<file path="src/rtl/padder_param_if.sv">
// Bundle of the user-side and permutation-side signals of the sponge padder.
// The master side drives the message words and f_ack. The slave side is the
// padder, which returns the padded block and the flow-control flags.
interface padder_param_if #(
    parameter int RATE_WORDS = 9
);
    localparam int OUT_W = RATE_WORDS * 64;

    logic [63:0]      in;
    logic             in_ready;
    logic             is_last;
    logic [2:0]       byte_num;
    logic [1:0]       mode;
    logic             buffer_full;
    logic [OUT_W-1:0] out;
    logic             out_ready;
    logic             out_last;
    logic             f_ack;

    modport master (
        output in, in_ready, is_last, byte_num, mode, f_ack,
        input  buffer_full, out, out_ready, out_last
    );

    modport slave (
        input  in, in_ready, is_last, byte_num, mode, f_ack,
        output buffer_full, out, out_ready, out_last
    );
endinterface

</file>
<file path="src/rtl/padder_param.sv">
// Sponge input padder. It packs 64-bit message words into RATE_WORDS-word
// blocks and adds the domain byte and the closing 0x80 pad bit. It hands each
// full block to the permutation and waits for f_ack before it starts the next.
//
// state  | meaning
// -------+-----------------------------------------------------------------
// ABSORB | accepting user words into the block buffer
// PAD    | message ended; filling the rest of the final block with zeros
// HOLD   | block full and presented; waiting for f_ack from the permutation
module padder_param #(
    parameter int RATE_WORDS = 9,
    parameter int OUT_W      = RATE_WORDS * 64
) (
    input  logic          clk,
    input  logic          reset,
    padder_param_if.slave bus
);
    localparam int CW = $clog2(RATE_WORDS + 1);
    localparam logic [CW-1:0] CNT_FULL = CW'(RATE_WORDS);
    localparam logic [CW-1:0] CNT_TAIL = CW'(RATE_WORDS - 1);

    typedef enum logic [1:0] {ABSORB, PAD, HOLD} state_t;

    state_t           state;
    logic [OUT_W-1:0] out_q;
    logic [CW-1:0]    cnt;
    logic             out_last_q;
    logic [1:0]       mode_q;
    logic             msg_start;

    logic             full;
    logic             accept;
    logic             at_tail;
    logic [1:0]       mode_sel;
    logic [7:0]       dom;
    logic [63:0]      keep_mask;
    logic [5:0]       dom_shift;
    logic [63:0]      base_word;
    logic [63:0]      word;
    logic             final_word;
    logic [OUT_W-1:0] shifted;

    assign full            = (cnt == CNT_FULL);
    assign bus.buffer_full = full;
    assign bus.out_ready   = full;
    assign bus.out         = out_q;
    assign bus.out_last    = out_last_q;

    // The word to shift in: raw, truncated and padded with the domain byte, or zero fill.
    always_comb begin
        accept     = (state == ABSORB) && bus.in_ready && !full;
        at_tail    = (cnt == CNT_TAIL);
        // The first word of a message uses the live mode because the latch updates on that same edge.
        mode_sel   = msg_start ? bus.mode : mode_q;
        case (mode_sel)
            2'd1:    dom = 8'h06;
            2'd2:    dom = 8'h1F;
            default: dom = 8'h01;
        endcase
        keep_mask  = ~(64'hFFFF_FFFF_FFFF_FFFF >> {bus.byte_num, 3'b000});
        dom_shift  = {3'd7 - bus.byte_num, 3'b000};
        base_word  = bus.in;
        final_word = 1'b0;
        if (state == PAD) begin
            base_word  = 64'h0;
            final_word = 1'b1;
        end else if (bus.is_last) begin
            base_word  = (bus.in & keep_mask) | ({56'h0, dom} << dom_shift);
            final_word = 1'b1;
        end
        word    = base_word | ((final_word && at_tail) ? 64'h80 : 64'h0);
        shifted = (out_q << 64) | OUT_W'(word);
    end

    // Block FSM: absorb, pad, then hold the block until the permutation acknowledges it.
    always_ff @(posedge clk) begin
        if (reset) begin
            state      <= ABSORB;
            out_q      <= '0;
            cnt        <= '0;
            out_last_q <= 1'b0;
            mode_q     <= 2'd0;
            msg_start  <= 1'b1;
        end else begin
            case (state)
                ABSORB: begin
                    if (accept) begin
                        out_q <= shifted;
                        cnt   <= cnt + CW'(1);
                        if (msg_start) begin
                            mode_q    <= bus.mode;
                            msg_start <= 1'b0;
                        end
                        if (at_tail) begin
                            state      <= HOLD;
                            out_last_q <= bus.is_last;
                        end else if (bus.is_last) begin
                            state <= PAD;
                        end
                    end
                end
                PAD: begin
                    out_q <= shifted;
                    cnt   <= cnt + CW'(1);
                    if (at_tail) begin
                        state      <= HOLD;
                        out_last_q <= 1'b1;
                    end
                end
                HOLD: begin
                    if (bus.f_ack) begin
                        out_q      <= '0;
                        cnt        <= '0;
                        state      <= ABSORB;
                        out_last_q <= 1'b0;
                        // A final block closes the message, so the next accepted word relatches mode.
                        msg_start  <= out_last_q;
                    end
                end
                default: state <= ABSORB;
            endcase
        end
    end
endmodule

</file>
<file path="src/flat_wrapper.sv">
// flat-port wrapper written by rule: the top's interface ports become plain ports
module padder_param_flat 
#(
    parameter int RATE_WORDS = 9,
    parameter int OUT_W      = RATE_WORDS * 64
)
  (clk, reset, bus_in, bus_in_ready, bus_is_last, bus_byte_num, bus_mode, bus_f_ack, bus_buffer_full, bus_out, bus_out_ready, bus_out_last);
  padder_param_if #(.RATE_WORDS(RATE_WORDS)) bus_i ();
  input  logic clk;
  input  logic reset;
  input wire logic [$bits(bus_i.in)-1:0] bus_in;
  input wire logic [$bits(bus_i.in_ready)-1:0] bus_in_ready;
  input wire logic [$bits(bus_i.is_last)-1:0] bus_is_last;
  input wire logic [$bits(bus_i.byte_num)-1:0] bus_byte_num;
  input wire logic [$bits(bus_i.mode)-1:0] bus_mode;
  input wire logic [$bits(bus_i.f_ack)-1:0] bus_f_ack;
  output wire logic [$bits(bus_i.buffer_full)-1:0] bus_buffer_full;
  output wire logic [$bits(bus_i.out)-1:0] bus_out;
  output wire logic [$bits(bus_i.out_ready)-1:0] bus_out_ready;
  output wire logic [$bits(bus_i.out_last)-1:0] bus_out_last;
  assign bus_i.in = bus_in;
  assign bus_i.in_ready = bus_in_ready;
  assign bus_i.is_last = bus_is_last;
  assign bus_i.byte_num = bus_byte_num;
  assign bus_i.mode = bus_mode;
  assign bus_i.f_ack = bus_f_ack;
  assign bus_buffer_full = bus_i.buffer_full;
  assign bus_out = bus_i.out;
  assign bus_out_ready = bus_i.out_ready;
  assign bus_out_last = bus_i.out_last;
  padder_param #(.RATE_WORDS(RATE_WORDS), .OUT_W(OUT_W)) u_core (.clk(clk), .reset(reset), .bus(bus_i));
endmodule
</file>
<file path="config.mk">
export PLATFORM = sky130hd
export DESIGN_NAME = padder_param_flat
export DESIGN_NICKNAME = d
export VERILOG_FILES = /design/src/rtl/padder_param_if.sv /design/src/rtl/padder_param.sv /design/src/flat_wrapper.sv
export SDC_FILE = /design/constraint.sdc
export NUM_CORES = 1
export LEC_CHECK = 0
export BUFFER_PORTS_ARGS = -buffer_cell sky130_fd_sc_hd__buf_2
export CORE_AREA = 5 5 253 255
export CTS_CLUSTER_SIZE = 20
export DETAILED_ROUTE_END_ITERATION = 10
export DIE_AREA = 0 0 258 260
export GPL_ROUTABILITY_DRIVEN = 0
export GPL_TIMING_DRIVEN = 0
export HOLD_SLACK_MARGIN = 0.1
export PLACE_DENSITY = 0.59
export SLEW_MARGIN = 20
export SYNTH_ARGS = -nofsm -noshare
export SYNTH_HDL_FRONTEND = slang
export SYNTH_SLANG_ARGS = --single-unit
</file>
<file path="constraint.sdc">
create_clock -name clk -period 4.9 [get_ports clk]
set_clock_uncertainty 0.15 [all_clocks]
set_input_delay 0.735 -clock clk [delete_from_list [all_inputs] [get_ports clk]]
set_output_delay 0.735 -clock clk [all_outputs]
set_load 0.01 [all_outputs]
</file>
; ---- Yosys cells after proc, flatten, opt, wreduce, memory -nomap -nowiden
; Cells that the tools add are included.
; Widths: inputs -> output; s select.
[op_classes]
reduce_logical = 12
n_mux = 27
eq_ne = 11
shifts = 2
add_sub_neg = 2
bitwise_logic = 5
[op_table]
columns = cell, n
row1 = $pmux 576 s3, 1
row2 = $mux 576, 2
row3 = $or 576x64->576, 1
row4 = $mux 64, 2
row5 = $or 64x64->64, 2
row6 = $and 64x64->64, 1
row7 = $not 64->64, 1
row8 = $shl 5x6->64, 1
row9 = $shr 64x6->64 const A, 1
row10 = $mux 2, 6
row11 = $pmux 4 s3, 1
row12 = $pmux 5 s2, 1
row13 = $eq 4x4->1 const B, 2
row14 = $mux 1, 8
row15 = $mux 4, 2
row16 = $mux 8, 1
row17 = $ne 2x1->1 const B, 3
row18 = $pmux 2 s3, 1
row19 = $reduce_and 3->1, 2
row20 = $reduce_and 5->1, 1
row21 = $add 4x1->4 const B, 1
row22 = $eq 2x1->1 const B, 2
row23 = $eq 2x2->1 const B, 2
row24 = $reduce_and 4->1, 1
row25 = 11 further kinds, 13
[totals]
input_bits = 74
wordCells = 65
ff_bits = 586
out_inout_bits = 579

; ---- Longest topological paths before layout
; Gate-level depths: netlist of run 1.
[depth]
ltp_word = 11
ltp_mapped = 10
depth_no_buf = 7

; ---- Least setup slack after synthesis of run 1
; OpenSTA, ideal clock, no wires.
[synth_path]
path_type = input to register
start = in bus_mode[1]
end = reg u_core.out_q[1] (netlist: u_core.bus.out[1])
path_stages = 5
required_time_ns = 4.691
path_slack_ns = 2.651
setup_time_ns = 0.059
arrival_time_ns = 2.040
path_cell_list = mux2_2 > ha_1 > or3b_2 > o21ai_0 > a22o_1
[synth_via]
elab_chain_cells = 11
word_cells_on_any_way = 12
[synth_rtl]
columns = element, line_no
row1 = from (decl), flat_wrapper.sv:15  ; input wire logic [$bits(bus_i.mode)-1:0] bus_mode;
row2 = $mux 2 (*), padder_param.sv:54  ; mode_sel = msg_start ? bus.mode : mode_q;
row3 = $eq 2x2->1 / $eq 2x1->1 (equally long branches), padder_param.sv:55  ; case (mode_sel)
row4 = $pmux 5 s2 (*), padder_param.sv:55
row5 = $shl 5x6->64 (*), padder_param.sv:68  ; base_word = (bus.in & keep_mask) | ({56'h0, dom} << dom_shift);
row6 = $or 64x64->64 (*), padder_param.sv:68
row7 = $mux 64 (*), padder_param.sv:67  ; end else if (bus.is_last) begin
row8 = $mux 64 (*), padder_param.sv:64  ; if (state == PAD) begin
row9 = $or 64x64->64 (*), padder_param.sv:71  ; word = base_word | ((final_word && at_tail) ? 64'h80 : 64'h0);
row10 = $or 576x64->576 (*), padder_param.sv:72  ; shifted = (out_q << 64) | OUT_W'(word);
row11 = $mux 576, padder_param.sv:87  ; if (accept) begin
row12 = $pmux 576 s3 (*), padder_param.sv:85  ; case (state)
row13 = to (signal assigned), padder_param.sv:88  ; out_q <= shifted;
row14 = to (signal assigned), padder_param.sv:103  ; out_q <= shifted;
row15 = to (decl), padder_param.sv:25  ; logic [OUT_W-1:0] out_q;
; Every way passes the cells marked *; elsewhere a longest branch is shown, timed or not. The select of a mux whose other input is x is not followed.
; A chain may end at the register's enable or synchronous reset.

; ---- Worst setup path after layout of run 1
[layout_path]
start = reg u_core.state[0]
end = reg u_core.cnt[0]
[layout_via]
elab_chain_cells = 5
word_cells_on_any_way = 10
[layout_rtl]
columns = element, line_no
row1 = from (decl), padder_param.sv:24  ; state_t state;
row2 = from (signal assigned), padder_param.sv:78  ; state <= ABSORB;
row3 = from (signal assigned), padder_param.sv:95  ; state <= HOLD;
row4 = from (signal assigned), padder_param.sv:98  ; state <= PAD;
row5 = $logic_not 2->1, "padder_param.sv:51, padder_param.sv:85"
row6 = $logic_and 1x1->1 (2 in a row), padder_param.sv:51  ; accept = (state == ABSORB) && bus.in_ready && !full;
row7 = $ne 2x1->1 (no line), --
row8 = $reduce_and 3->1 (no line), --
row9 = to (signal assigned), padder_param.sv:89  ; cnt <= cnt + CW'(1);
row10 = to (signal assigned), padder_param.sv:104  ; cnt <= cnt + CW'(1);
row11 = to (decl), padder_param.sv:26  ; logic [CW-1:0] cnt;
; Several ways; a longest one is shown, not always the timed one.

==> flow_metrics.tcl, run 1 <==
set metrics [dict create \
    status "completed" \
    count_of_final_max_slew_check_failures 0 \
    area_enclosed_by_the_die_boundary_mm2 0.0671 \
    cts_buffers 67 \
    yosys-mux-area-fraction_pct 0.470 \
    netlist_top_cells_area "dfxtp_1 57%, nand2_1 19%, a21oi_1 13%, buf_2 2.5%, o2bb2ai_1 1.3%" \
    power.leakage_uw 0.0115 \
    worstPathRequired_ps 5190 \
    layout_worst_path_cycle_share_pct 58.5 \
    gr-usage-met2_pct 41.8 \
    post_dp_cell_area_mm2 0.0250 \
    maximum_number_of_pins_on_one_net_before_global_route_repair 14 \
    antenna_found_initial 1 \
    layout.area.seq_mm2 0.0117 \
    cts.path.max_buffers 3 \
    grt_first_pass_wirelength_um 126000 \
    critPathTopFamily "buffers and inverters" \
    io_buffer_count 650 \
    h-tree-depth 3 \
    fmaxAchievable_mhz 349 \
    final_hold_viol_count 0 \
    power.switching_fraction_pct 37.6 \
    track_usage_pct 24.4 \
    layout_min_cycle_time_ps 2870 \
    worstPathMaxFanout 11 \
    vias_per_cell 4.84 \
    cp_data_arrival_time_ps 3150 \
    setup.reg_to_reg.worst_slack_ps 2030 \
    row_count 91 \
    p_int_uw 9180 \
    use_met3_pct 4.51 \
    synthesis.nets 2636 \
    timing.critical_path.slowest_cell_delay_ps 770 \
    timing.final.setup_violations 0 \
    crit_buf_inv 3 \
    via_count_of_the_first_global_routing_pass 18908 \
    ant_nets 0 \
    clk_pin_slew_worst_paths_ps 60 \
    initial_utilization_pct 33.8 \
    critical_path.reg2reg.startpoint "u_core.state[0]" \
    multiInputGateArea_mm2 0.00798 \
    crit_path_cell_trace "inv_1 > ha_1 > nand4b_1 > a41o_1 > buf_2 > clkbuf_1 > nor2_1" \
    postRouteWirelength_um 86400 \
    clock_tree_from_tritoncts "done" \
    rsz0062_at_grt "false" \
    critical_path.slowest_cell "clkbuf_1" \
    layout_commonest_cell "nand2_1" \
    grt.overflow.total 0 \
    io_pins 653 \
    drtIter0Drc 1249 \
    seq_power_share_pct 36.7 \
    synth_seq_cells 586 \
    most_congested_layer_reported_by_global_routing "met2" \
    ctsRootBufferMaster "clkbuf_16" \
    syn_to_final_growth_pct 31.3 \
    detail_route.first_pass.iterations 5 \
    postSynthAreaPerCell_um2 8.12 \
    ys.warnings.count 0 \
    synthesized_instance_count 2554 \
    slew-limit-headroom_pct 26.4 \
    final_nets 3355 \
    share_of_cells_above_drive_strength_1_pct 26.8 \
    ys_types 45 \
    dp_hpwl_um 69000 \
    cts.repair.resized 0 \
    wl_per_cell_um 21.0 \
    mostFrequentLayoutCells "1036 x nand2_1, 754 x buf_2, 586 x dfxtp_1" \
    clock_insertion_delay_worst_skew_ps 600 \
    dieWidth_um 258 \
    yosysTopAreaCell "dfxtp_1" \
    p_clk_share_pct 35.0 \
    irDropWorstVdd_v 0.000326 \
    setup_tns_ps 0 \
    synth-adder-area-share_pct 0.482 \
    netlist_area_pre_place_mm2 0.0207 \
    met1_global_route_usage_pct 30.3 \
    postCtsHoldBufs 0 \
    timing.critical_path.from_type "flip-flop" \
    worst_setup_path_startpoint "u_core.state[0]" \
    cts_setup_buffers 0 \
    max_cap_violations 0 \
    coreArea_mm2 0.0614 \
    cp_num_cells 7 \
    die-height_um 260 \
    combinational_family_with_the_most_area_after_synthesis "simple AND/OR/NAND/NOR gates" \
    end_kind "flip-flop" \
    cts_num_sinks 586 \
    ys_seq_area_share_pct 56.5 \
    switchingPower_uw 5530 \
    area_share_of_and_or_nand_nor_cells_after_synthesis_pct 20.4 \
    drc_errors 0 \
    combinationalPowerShare_pct 28.3 \
    dr_total_vias 19885 \
    synth_top_area_share_pct 56.5 \
    ff2ff_path_depth 7 \
    cellPowerDensity_mw_per_mm2 540 \
    synth_xor_area_share_pct 0.127 \
    worstHoldPathType "input port to flip-flop" \
    criticalPathCategory "flip-flop to flip-flop" \
    num-fill-cells 6515 \
    area_of_all_placed_cells_without_fillers_mm2 0.0272 \
    synth-compound-area-share_pct 17.0 \
    pin_slew_with_the_least_headroom_to_its_limit_ps 1100 \
    endpoint "u_core.cnt[0]" \
    timing.rr.end "u_core.cnt[0]" \
]
-- synth_stat cells, drive strengths merged --
master,number
a211o,1
a211oi,3
a21oi,546
a22o,19
a22oi,3
a2bb2oi,2
a311oi,1
a32o,19
a32oi,1
a41o,1
and2,1
and3,6
buf,137
clkbuf,61
dfxtp,586
ha,8
inv,17
mux2,3
mux2i,6
nand2,1036
nand2b,4
nand3,3
nand3b,2
nand4,2
nand4b,1
nor2,16
nor2b,7
nor3,7
nor3b,3
nor4b,1
nor4bb,2
o21ai,7
o22ai,4
o2bb2ai,30
o31ai,2
or3,1
or3b,2
xnor2,1
xor2,2
-- final cells by class --
cell class	instances	share of cell area (%)
tap	790	3.63
clock inverter	19	1.08
sequential	586	43.1
buffer	198	3.57
multi-input combinational	1753	29.3
antenna	3	0.0276
clock buffer	95	7.17
timing repair buffer	650	11.9
inverter	17	0.234
-- through the flow --
step / power (µW) / hold slack, ps / worst slack [ps] / utilization (%) / std cells
5_1_grt: 15400 / 185 / 1840 / 44.4 / 4109
6_report: 14700 / 205 / 2030 / 44.4 / 4111
3_5_place_dp: 9710 / 294 / 1710 / 40.7 / 3994
3_3_place_gp: 9710 / 291 / 1720 / 40.7 / 3994
2_1_floorplan: 7890 / 306 / 2650 / - / 2554
4_1_cts: 14900 / 161 / 2020 / 44.4 / 4108
-- power by group through the flow --
| stage | Combinational [µW] | Sequential, µW | Clock (µW) |
|---|---|---|---|
| 2_1_floorplan | 2380 | 5510 | 0 |
| 3_5_place_dp | 4220 | 5490 | 0 |
| 4_1_cts | 4230 | 5390 | 5250 |
| 6_report | 4160 | 5400 | 5150 |
| 5_1_grt | 4530 | 5430 | 5470 |
| 3_3_place_gp | 4220 | 5490 | 0 |
-- worst min path at each step --
| stage | from | to | slack [ps] | cells past startpoint |
|---|---|---|---|---|
| finish | bus_in[6] | u_core.bus.out[6] | 210 | 2 |
| global route | bus_in[22] | u_core.bus.out[22] | 190 | 2 |
| CTS | bus_in[22] | u_core.bus.out[22] | 160 | 2 |
| detailed placement | u_core.bus.out[560] | u_core.bus.out[560] | 290 | 2 |
| global placement | u_core.bus.out[540] | u_core.bus.out[540] | 290 | 2 |
| floorplan | u_core.mode_q[0] | u_core.mode_q[0] | 310 | 2 |
-- layer usage --
metal  wire (µm)  share of wire [%]
met5           0                  0
met4        3430                4.0
met3        5070                5.9
met2       42200                 49
met1       35600                 41
-- sequential cells by signal (all words and copies together) (netlist names) --
name and cells:
u_core.bus.out 576, u_core.cnt 4, u_core.mode_q 2, u_core.state 2, u_core.bus.out_last 1, u_core.msg_start 1
-- cells by family after synthesis --
kind of cell / after synthesis
AO/OA/AOI/OAI: 639
XOR/XNOR: 3
adder cells (fa/ha/maj): 8
buffers and inverters: 215
flip-flops: 586
multiplexers: 9
AND/OR/NAND/NOR: 1094
Note: power is estimated with default switching activity, not from simulation.
==> run 2: changes to the inputs <==
--- a/config.mk
+++ b/config.mk
@@ -6,14 +6,14 @@
 export NUM_CORES = 1
 export LEC_CHECK = 0
 export BUFFER_PORTS_ARGS = -buffer_cell sky130_fd_sc_hd__buf_2
-export CORE_AREA = 5 5 253 255
+export CORE_AREA = 5 5 255 257
 export CTS_CLUSTER_SIZE = 20
 export DETAILED_ROUTE_END_ITERATION = 10
-export DIE_AREA = 0 0 258 260
+export DIE_AREA = 0 0 260 262
 export GPL_ROUTABILITY_DRIVEN = 0
 export GPL_TIMING_DRIVEN = 0
 export HOLD_SLACK_MARGIN = 0.1
-export PLACE_DENSITY = 0.59
+export PLACE_DENSITY = 0.58
 export SLEW_MARGIN = 20
 export SYNTH_ARGS = -nofsm -noshare
 export SYNTH_HDL_FRONTEND = slang
==> constraint.sdc (replaced) <==
create_clock -name clk -period 2.7 [get_ports clk]
set_clock_uncertainty 0.15 [all_clocks]
set_input_delay 0.405 -clock clk [delete_from_list [all_inputs] [get_ports clk]]
set_output_delay 0.405 -clock clk [all_outputs]
set_load 0.01 [all_outputs]
==> flow_metrics.tcl, run 2 (synthesized netlist as in run 1, its figures left out) <==
set metrics [dict create \
    row_count 92 \
    layout_min_cycle_time_ps 2590 \
    flip_flop_count_of_the_largest_register_all_copies_and_words_added 576 \
    criticalPathCategory "flip-flop to flip-flop" \
    wl_per_cell_um 20.9 \
    max_cap_violations 0 \
    critical_path.reg2reg.startpoint "u_core.state[0]" \
    slew-limit-headroom_pct 35.0 \
    layout_worst_path_cycle_share_pct 96.0 \
    timing.critical_path.from_type "flip-flop" \
    grt_first_pass_wirelength_um 127000 \
    finalCoreUtilization_pct 44.6 \
    worst_setup_path_startpoint "u_core.state[0]" \
    cellPowerDensity_mw_per_mm2 948 \
    dp_hpwl_um 70000 \
    clock_tree_from_tritoncts "done" \
    insertedDiodeCount 0 \
    area_of_all_placed_cells_without_fillers_mm2 0.0279 \
    rsz0062_at_grt "false" \
    worstPathMaxFanout 10 \
    cts.path.max_buffers 3 \
    vias_per_cell 4.79 \
    count_of_final_max_slew_check_failures 0 \
    track_usage_pct 24.4 \
    clk_pin_slew_worst_paths_ps 50 \
    postRouteWirelength_um 88300 \
    io_pins 653 \
    timing.critical_path.slowest_cell_delay_ps 400 \
    crit_path_cell_trace "inv_1 > ha_1 > mux2_4 > and3_1 > buf_2 > nor2_2 > buf_2 > a22o_1" \
    placed_cells_incl_taps 4050 \
    drc_errors 0 \
    io_buffer_count 650 \
    grt.overflow.total 0 \
    clock_insertion_delay_worst_skew_ps 590 \
    ctsRootBufferMaster "clkbuf_16" \
    dieWidth_um 260 \
    worstHoldPathType "input port to flip-flop" \
    irDropWorstVdd_v 0.000589 \
    finalNonFillerCells 4235 \
    layout_commonest_cell "nand2_1" \
    pin_slew_with_the_least_headroom_to_its_limit_ps 972 \
    post_dp_cell_area_mm2 0.0251 \
    coreArea_mm2 0.0625 \
    cts_buffers 68 \
    share_of_cells_above_drive_strength_1_pct 26.1 \
    num-fill-cells 6567 \
    critPathTopFamily "buffers and inverters" \
    fmaxAchievable_mhz 386 \
    worstPathRequired_ps 3080 \
    critical-path-top-cell-by-count "buf_2" \
    drtIter0Drc 1247 \
    cts_num_sinks 586 \
    die-height_um 262 \
    detail_route.first_pass.iterations 7 \
    cp_data_arrival_time_ps 2970 \
    mostFrequentLayoutCells "1036 x nand2_1, 745 x buf_2, 586 x dfxtp_1" \
    final_hold_viol_count 0 \
    crit_buf_inv 3 \
    syn_to_final_growth_pct 34.4 \
    status "completed" \
    ant_nets 0 \
    area_enclosed_by_the_die_boundary_mm2 0.0681 \
    critical_path.slowest_cell "buf_2" \
    final_nets 3424 \
    end_kind "flip-flop" \
    dr_total_vias 20293 \
    via_count_of_the_first_global_routing_pass 19342 \
    initial_utilization_pct 33.2 \
    maximum_number_of_pins_on_one_net_before_global_route_repair 13 \
    antenna_found_initial 1 \
    h-tree-depth 3 \
    power.leakage_uw 0.0117 \
    source_of_the_worst_hold_timing_path "bus_in[32]" \
    timing.final.setup_violations 0 \
]
[run 2: changes by cell type in the layout (fill, tap and decap cells not counted), moves of 5 or more]
cell	delta
clkbuf_8	-6
buf_2	-9
clkbuf_2	+6
dlygate4sd3_1	+67
clkbuf_1	+7
clkbuf_4	+5
buf_4	+5
[run 2: path summary, 6_finish.rpt]
kind,depth (start not counted),endpoint,slack [ps]
setup / recovery,8,u_core.bus.out[5],110
hold / removal,4,u_core.bus.out[32],220
setup reg to reg,8,u_core.bus.out[5],110
hold reg to reg,2,u_core.bus.out[548],300
[run 2: report_power, final]
part	internal [µW]	switching [µW]	total, µW
sequential	9210	598	9810
clock	5180	3700	8880
combinational	1950	5780	7730
total	16300	10100	26400
[run 2: what timing repair did]
action / 4_1_cts / 5_1_grt
endpoints found under the hold margin: 65 / 0
hold buffers: 67 / 0
setup endpoints to repair: 333 / 194
buffers inserted: 0 / 1
resized for setup: 7 / 10
cloned: 0 / 0
pin swaps: 0 / 1
[run 2: area by class of cell]
class                      instances  area (µm²)  share of cell area, %
clock buffer                     102        1940                   6.96
inverter                          17        63.8                  0.229
timing repair buffer             718        3930                   14.1
buffer                           198        1000                   3.59
clock inverter                    15         176                  0.633
multi-input combinational       1753        7980                   28.6
tap                              846        1060                   3.80
sequential                       586       11700                   42.1
[run 2: worst min-delay path, stage by stage]
cell     delay (ps)
buf_2           110
nand2_1          70
a21oi_1          90
a32o_1          210
[run 2: metrics by stage]
stage          total power, µW  setup WS, ps  TNS, ps  hold WS [ps]
6_report                 26400           108        0           216
5_1_grt                  27600          8.38        0           230
4_1_cts                  26600          8.81        0           183
3_5_place_dp             17600          -216   -31740           293
3_3_place_gp             17600          -196   -30880           290
2_1_floorplan            14300           598        0           306
[run 2: per-layer routing]
layer / GRT usage, % / wire (µm) / vias up
li1: - / - / 9999
met1: 30.3 / 36500 / 9466
met2: 43.2 / 44000 / 687
met3: 4.20 / 5180 / 141
met4: 7.81 / 2630 / 0
met5: 0 / 0 / -
==> run 3: changes to the inputs <==
--- a/config.mk
+++ b/config.mk
@@ -6,14 +6,15 @@
 export NUM_CORES = 1
 export LEC_CHECK = 0
 export BUFFER_PORTS_ARGS = -buffer_cell sky130_fd_sc_hd__buf_2
-export CORE_AREA = 5 5 255 257
+export CORE_AREA = 5 5 253 255
 export CTS_CLUSTER_SIZE = 20
 export DETAILED_ROUTE_END_ITERATION = 10
-export DIE_AREA = 0 0 260 262
+export DIE_AREA = 0 0 258 260
 export GPL_ROUTABILITY_DRIVEN = 0
 export GPL_TIMING_DRIVEN = 0
 export HOLD_SLACK_MARGIN = 0.1
-export PLACE_DENSITY = 0.58
+export PLACE_DENSITY = 0.61
+export SETUP_SLACK_MARGIN = 0.02
 export SLEW_MARGIN = 20
 export SYNTH_ARGS = -nofsm -noshare
 export SYNTH_HDL_FRONTEND = slang
==> constraint.sdc (replaced) <==
create_clock -name clk -period 2.1 [get_ports clk]
set_clock_uncertainty 0.15 [all_clocks]
set_input_delay 0.315 -clock clk [delete_from_list [all_inputs] [get_ports clk]]
set_output_delay 0.315 -clock clk [all_outputs]
set_load 0.01 [all_outputs]
==> flow_metrics.tcl, run 3 (synthesized netlist as in run 1, its figures left out) <==
set metrics [dict create \
    status "finished, violations left" \
    violations "negative setup slack" \
    postRouteWirelength_um 88600 \
    rsz0062_at_grt "true" \
    h-tree-depth 2 \
    coreArea_mm2 0.0614 \
    whs_ps 190 \
    pin_slew_with_the_least_headroom_to_its_limit_ps 900 \
    maximum_number_of_pins_on_one_net_before_global_route_repair 16 \
    grt_first_pass_wirelength_um 128000 \
    initial_utilization_pct 33.8 \
    area_enclosed_by_the_die_boundary_mm2 0.0671 \
    wl_per_cell_um 21.1 \
    final_hold_viol_count 0 \
    dr_total_vias 20437 \
    vias_per_cell 4.88 \
    detail_route.first_pass.iterations 7 \
    flip_flop_count_of_the_largest_register_all_copies_and_words_added 576 \
    ctsRootBufferMaster "clkbuf_16" \
    cp_data_arrival_time_ps 2520 \
    dieWidth_um 258 \
    cellPowerDensity_mw_per_mm2 1230 \
    clock_insertion_delay_worst_skew_ps 610 \
    worstPathRequired_ps 2500 \
    layout_commonest_cell "nand2_1" \
    final_nets 3440 \
    count_of_final_max_slew_check_failures 0 \
    via_count_of_the_first_global_routing_pass 19669 \
    cts.path.max_buffers 3 \
    power.leakage_uw 0.0122 \
    share_of_cells_above_drive_strength_1_pct 30.0 \
    worstPathMaxFanout 6 \
    num-fill-cells 6218 \
    timing.critical_path.slowest_cell_delay_ps 350 \
    crit_path_cell_trace "inv_2 > ha_4 > mux2_4 > and3_4 > buf_6 > nor2_4 > buf_12 > clkbuf_16 > a32o_1" \
    worstHoldPathType "input port to flip-flop" \
    finalCoreUtilization_pct 47.4 \
    clk_pin_slew_worst_paths_ps 70 \
    io_pins 653 \
    ant_nets 0 \
    cts_buffers 61 \
    cts_num_sinks 586 \
    irDropWorstVdd_v 0.000777 \
    dp_hpwl_um 69200 \
    criticalPathCategory "flip-flop to flip-flop" \
    die-height_um 260 \
    drc_errors 0 \
    clock_tree_from_tritoncts "done" \
    max_cap_violations 0 \
    postLayoutSetupSlackWorst_ps -22.9 \
    layout_worst_path_cycle_share_pct 101 \
    track_usage_pct 24.7 \
    row_count 91 \
    slew-limit-headroom_pct 39.9 \
    layout_min_cycle_time_ps 2120 \
    io_buffer_count 650 \
    grt.overflow.total 0 \
    timing.final.setup_violations 24 \
    mostFrequentLayoutCells "1031 x nand2_1, 669 x buf_2, 581 x dfxtp_1" \
    antenna_found_initial 0 \
    syn_to_final_growth_pct 40.2 \
    timing.critical_path.from_type "flip-flop" \
    critical_path.slowest_cell "dfxtp_2" \
    end_kind "flip-flop" \
    fmaxAchievable_mhz 471 \
    drtIter0Drc 1195 \
]
==> run 3: cell types whose count changed in the layout (fill, tap and decap cells not counted), sizes merged <==
cell and change:
dlygate4sd3 +3, clkbuf -24, diode +1, bufinv +1
inv +2, buf +32, clkinvlp +1, clkinv -3
==> run 3: what timing repair did <==
| item | CTS | global route |
|---|---|---|
| gates resized for setup | 246 | 176 |
| endpoints found under the setup margin | 583 | 579 |
| hold buffers | 70 | 0 |
| cloned | 1 | 5 |
| endpoints found under the hold margin | 68 | 0 |
| pin swaps | 4 | 15 |
| buffers inserted | 19 | 1 |
==> run 3: metrics by stage <==
stage / instances / worst slack, ps / cell area, µm² / total power [µW] / setup TNS (ps)
floorplan: 2554 / 26.5 / 20800 / 18400 / 0
global placement: 3994 / -751 / 25000 / 22800 / -305460
detailed placement: 3994 / -797 / 25000 / 22700 / -315710
CTS: 4186 / 11.1 / 28500 / 35200 / 0
global route: 4191 / -95.2 / 29100 / 37500 / -12500
finish: 4192 / -22.9 / 29100 / 35900 / -186
==> run 3: critical path: cells and delay by family, from the launching register on <==
family / cells / cell delay, ps
buf+inv: 4 / 530
flops: 1 / 350
mux: 1 / 310
fa+ha+maj: 1 / 230
simple gates: 2 / 360
compound gates: 1 / 120
==> run 3: area by class of cell <==
class / count / area, µm² / share of cell area [%]
antenna: 1 / 2.50 / 0.00860
buffer: 193 / 1780 / 6.12
clock buffer: 90 / 1730 / 5.93
clock inverter: 16 / 179 / 0.615
inverter: 17 / 63.8 / 0.219
multi-input combinational: 1753 / 8300 / 28.5
sequential: 586 / 11700 / 40.4
tap: 790 / 988 / 3.40
timing repair buffer: 746 / 4300 / 14.8
==> run 3: path summary, 6_finish.rpt <==
| check | start | slack (ps) | to | cells after the start |
|---|---|---|---|---|
| max | u_core.state[0] | -20 | u_core.bus.out[37] | 9 |
| min reg2reg | u_core.bus.out[575] | 300 | u_core.bus.out[575] | 2 |
| max reg2reg | u_core.state[0] | -20 | u_core.bus.out[37] | 9 |
| min | bus_in_ready | 190 | u_core.state[1] | 4 |
==> run 3: power by group <==
part | internal [µW] | leakage, µW | switching (µW)
Clock | 6020 | 0.000928 | 4540
Sequential | 11900 | 0.00473 | 764
Combinational | 4680 | 0.00655 | 8040
==> run 3: per-layer routing <==
| layer | routed length [µm] | up-vias | track usage (%) |
|---|---|---|---|
| met2 | 43500 | 732 | 43.1 |
| met3 | 4920 | 171 | 4.07 |
| li1 | - | 10039 | - |
| met1 | 36600 | 9495 | 30.9 |
| met5 | 0 | - | 0 |
| met4 | 3660 | 0 | 9.26 |
